[config.mk]
export PLATFORM = sky130hd
export DESIGN_NAME = stoch_to_bin
export DESIGN_NICKNAME = d
export VERILOG_FILES = /design/src/rtl/stoch_to_bin.sv
export SDC_FILE = /design/constraint.sdc
export NUM_CORES = 1
export LEC_CHECK = 0
export ABC_AREA = 1
export CORE_ASPECT_RATIO = 0.75
export CORE_UTILIZATION = 45
export DETAILED_ROUTE_END_ITERATION = 8
export HOLD_SLACK_MARGIN = 0.02
export PLACE_DENSITY = 0.71
export SYNTH_ARGS = -nofsm -noshare
export SYNTH_HDL_FRONTEND = slang
export SYNTH_SLANG_ARGS = --single-unit
[constraint.sdc]
create_clock -name clk -period 1.35 [get_ports clk]
set_input_delay 0.2025 -clock clk [delete_from_list [all_inputs] [get_ports clk]]
set_output_delay 0.2025 -clock clk [all_outputs]
set_load 0.01 [all_outputs]
[src/rtl/stoch_to_bin.sv]
// Stochastic-to-binary converter: counts ones over a programmable window of valid
// samples from the upstream adder and hands the count off through a valid/ready port.
module stoch_to_bin #(
    parameter int CWIDTH = 8
) (
    input  logic              clk,
    input  logic              rst_n,
    input  logic              start,
    input  logic [CWIDTH-1:0] win_len,
    input  logic              abort,
    input  logic              in_bit,
    input  logic              in_valid,
    output logic              busy,
    output logic              res_valid,
    input  logic              res_ready,
    output logic [CWIDTH:0]   result
);

    typedef enum logic [1:0] {
        ST_IDLE = 2'b00,
        ST_RUN  = 2'b01,
        ST_HOLD = 2'b10
    } state_t;

    state_t            state_r;
    logic [CWIDTH:0]   acc_r;
    logic [CWIDTH-1:0] rem_r;
    logic [CWIDTH:0]   result_r;
    logic              busy_r;
    logic              res_valid_r;
    logic [CWIDTH:0]   acc_inc_s;
    logic              last_s;

    // Running count including the current sample, and end-of-window detect.
    always_comb begin
        acc_inc_s = acc_r + {{CWIDTH{1'b0}}, in_bit};
        last_s    = (rem_r == {CWIDTH{1'b0}});
    end

    // Conversion state machine with registered handshake outputs.
    always_ff @(posedge clk or negedge rst_n) begin
        if (!rst_n) begin
            state_r     <= ST_IDLE;
            acc_r       <= {(CWIDTH+1){1'b0}};
            rem_r       <= {CWIDTH{1'b0}};
            result_r    <= {(CWIDTH+1){1'b0}};
            busy_r      <= 1'b0;
            res_valid_r <= 1'b0;
        end else begin
            case (state_r)
                ST_IDLE: begin
                    if (start) begin
                        rem_r   <= win_len;
                        acc_r   <= {(CWIDTH+1){1'b0}};
                        busy_r  <= 1'b1;
                        state_r <= ST_RUN;
                    end
                end
                ST_RUN: begin
                    // abort wins over a sample arriving in the same cycle
                    if (abort) begin
                        busy_r  <= 1'b0;
                        state_r <= ST_IDLE;
                    end else if (in_valid) begin
                        acc_r <= acc_inc_s;
                        if (last_s) begin
                            result_r    <= acc_inc_s;
                            busy_r      <= 1'b0;
                            res_valid_r <= 1'b1;
                            state_r     <= ST_HOLD;
                        end else begin
                            rem_r <= rem_r - {{(CWIDTH-1){1'b0}}, 1'b1};
                        end
                    end
                end
                ST_HOLD: begin
                    if (res_ready) begin
                        res_valid_r <= 1'b0;
                        if (start) begin
                            rem_r   <= win_len;
                            acc_r   <= {(CWIDTH+1){1'b0}};
                            busy_r  <= 1'b1;
                            state_r <= ST_RUN;
                        end else begin
                            state_r <= ST_IDLE;
                        end
                    end
                end
                default: begin
                    busy_r      <= 1'b0;
                    res_valid_r <= 1'b0;
                    state_r     <= ST_IDLE;
                end
            endcase
        end
    end

    assign busy      = busy_r;
    assign res_valid = res_valid_r;
    assign result    = result_r;

endmodule

==> flow_summary.ini <==
[timing]
fin_crit_sh = 0.981
timing.fmax_ghz = 0.755
fin_skew_ps = 4.93
final-hold-violation-count = 0
relSlewSlack = 0.828
rsz0062_at_grt = true
worst_pin_slew_ps = 256
period_minus_slack_ps = 1320
final-setup-viol-count = 0
slew_violations = 0

[pwr]
total_leakage_power_nw = 1.24
clkPwrFrac = 0.213
irDropWorstVdd_mv = 1.34
power_density_nw_per_um2 = 1660
sequentialPowerShare = 0.302
combPwrFrac = 0.486
swShare = 0.390
power.internal_mw = 2.49
power_switching_mw = 1.59

[run_status]
outcome = finished, final reports clean

[logic_synthesis]
yosys-top-cells-area = dfrtp_1 45%, nand2_1 16%, nand3_1 6.9%
yosysWarnings = 0
synth_top_cell_by_area = dfrtp_1
netlist_instances = 222
avgSynthCellArea_sq_um = 7.55
ys.flop_type = dfrtp_1
synth_top_area_frac = 0.448
netlist_area_sq_um = 1680
synthArstFlopShare = 1.00
yosysMostFrequentCell = nand2_1
synth_seq_area_share = 0.448
syn_nets = 241
synthTopCellsByCount = 73 x nand2_1, 30 x dfrtp_1, 27 x inv_1
ys_seq_elements = 30
synth-edff-count = 0
synth.distinct_cells = 25

[finish]
seq_area_sq_um = 751
diodes = 0
stdcell_count = 329
area_growth_pct = 47.1
multi_input_area_sq_um = 965
drive_gt1_frac = 0.276
final_nets = 297
fillCellCount = 270
final_area_sq_um = 2470

[route]
drc = 0
wl_um = 4020
initialDrtViolationCount = 97
vias = 1587
vias_per_cell = 4.82
wire_per_inst_um = 12.2
ant_nets = 0
first_pass_iters = 4

[cts]
h-tree-depth = 2
numCtsBuffers = 5
clk_latency_ps = 290
root_buffer = clkbuf_8
cts_sinks = 30
clkTransAtPathRegs_ps = 70
clk_path_buf_depth = 2
cts_tree = done

[worst_setup_path]
crit_fanout = 9
worstPathRequired_ps = 1550
end_kind = register
critPathKind = register to register
crit_arrival_ps = 1520
start_kind = register
reg2regPathDepth = 8

[global_route]
grt_start_max_net_pins = 31
grt_pass1_vias = 1526
grt_pass1_wl_um = 6740
grt_util_all_layers = 0.233
overflow = 0
antenna_found_initial = 0

[floorplanning]
die_h_um = 54.9
core-area_sq_um = 3420
fp.dieW_um = 72.5
ioPinCount = 26
dieArea_sq_um = 3980
floorplan.initialDensity = 0.490
rows = 18

[placement]
numPortBuffers = 25
finalWeightedCongestion = 0.838
dp_cells = 320
hpwlAfterDp_um = 2730
place_area_sq_um = 2200

[min_path]
holdCritPathClass = primary input to async pin

[flow_run]
cap_viol_max_count = 0
==> registers in the layout, summed over array words and instances (netlist names) <==
| name | count |
|---|---|
| state_r | 2 |
| acc_r | 9 |
| busy | 1 |
| res_valid | 1 |
| rem_r | 8 |
| result | 9 |
==> layout by cell type, fill, tap and decap left out, drive strengths merged <==
cell,Yosys,routed
xnor2,1,1
ha,4,4
nor3,2,2
a31oi,1,1
o21ai,19,19
dlygate4sd2,0,11
xor2,4,4
nor2,22,22
nand3,24,24
dfrtp,30,30
nand4,2,2
dlymetal6s2s,0,1
inv,30,30
a21oi,1,1
clkbuf,1,8
buf,2,27
nand3b,1,1
a22oi,1,1
o22ai,3,3
clkdlybuf4s50,0,13
nand2,74,74
==> power groups by stage <==
stage	sequential, mW	combinational [mW]	clock (mW)
floorplan	1.25	1.00	0
global placement	1.23	1.72	0
detailed placement	1.23	1.75	0
CTS	1.23	1.79	0.879
global route	1.26	2.22	0.919
finish	1.23	1.98	0.868
==> layout make-up <==
type	instances	area share
flip-flops and latches	30	0.304
clock buffers	8	0.0446
multi-input cells	159	0.391
repair buffers	52	0.186
well taps	50	0.0254
inverters	30	0.0487
==> metrics by stage <==
step / power (mW) / setup WS (ps) / setup TNS [ps] / utilization / hold WS (ps)
finish: 4.09 / 26.0 / 0 / 0.720 / 279
global placement: 2.95 / -331 / -5040 / 0.642 / 465
global route: 4.40 / -51.0 / -408 / 0.720 / 293
detailed placement: 2.98 / -381 / -5670 / 0.642 / 467
CTS: 3.90 / 12.4 / 0 / 0.693 / 291
floorplan: 2.25 / 3.01 / 0 / - / -93.1
==> per-layer routing <==
metal | wire length [um] | up-vias | track usage
met5 | 0 | - | 0
met4 | 36 | 0 | 0.0752
met2 | 1830 | 29 | 0.386
met1 | 2010 | 736 | 0.302
li1 | - | 817 | -
met3 | 135 | 5 | 0.0626
==> worst paths after layout <==
kind                           start        end  slack [ps]
hold reg to reg            result[3]  result[3]         470
setup / recovery            rem_r[0]   rem_r[0]          30
min in group clk              in_bit  result[0]         390
hold / removal                 rst_n       busy         280
max in group asynchronous      rst_n   rem_r[4]         910
setup reg to reg            rem_r[0]   rem_r[0]          30
==> critical path: stages (launching register included) <==
cell and delay (ps):
dfrtp_1 390, inv_2 90, ha_4 130, inv_2 40, nor2_4 80, nand3_1 120, nand2_4 140, inv_4 70
o21ai_0 180
==> cell families after synthesis <==
logic type | Yosys count | share of synthesized area
flops | 30 | 0.448
compound gates | 25 | 0.0903
fa+ha+maj | 4 | 0.0299
simple gates | 125 | 0.325
xor+xnor | 5 | 0.0261
buf+inv | 33 | 0.0806
==> timing repair <==
item | 4_1_cts | 5_1_grt
endpoints found under the setup margin | 29 | 23
pin swaps | 4 | 8
hold buffers | 0 | 0
endpoints found under the hold margin | 0 | 0
setup buffers | 0 | 1
resized for setup | 29 | 23
(Power assumes the default switching activity.)
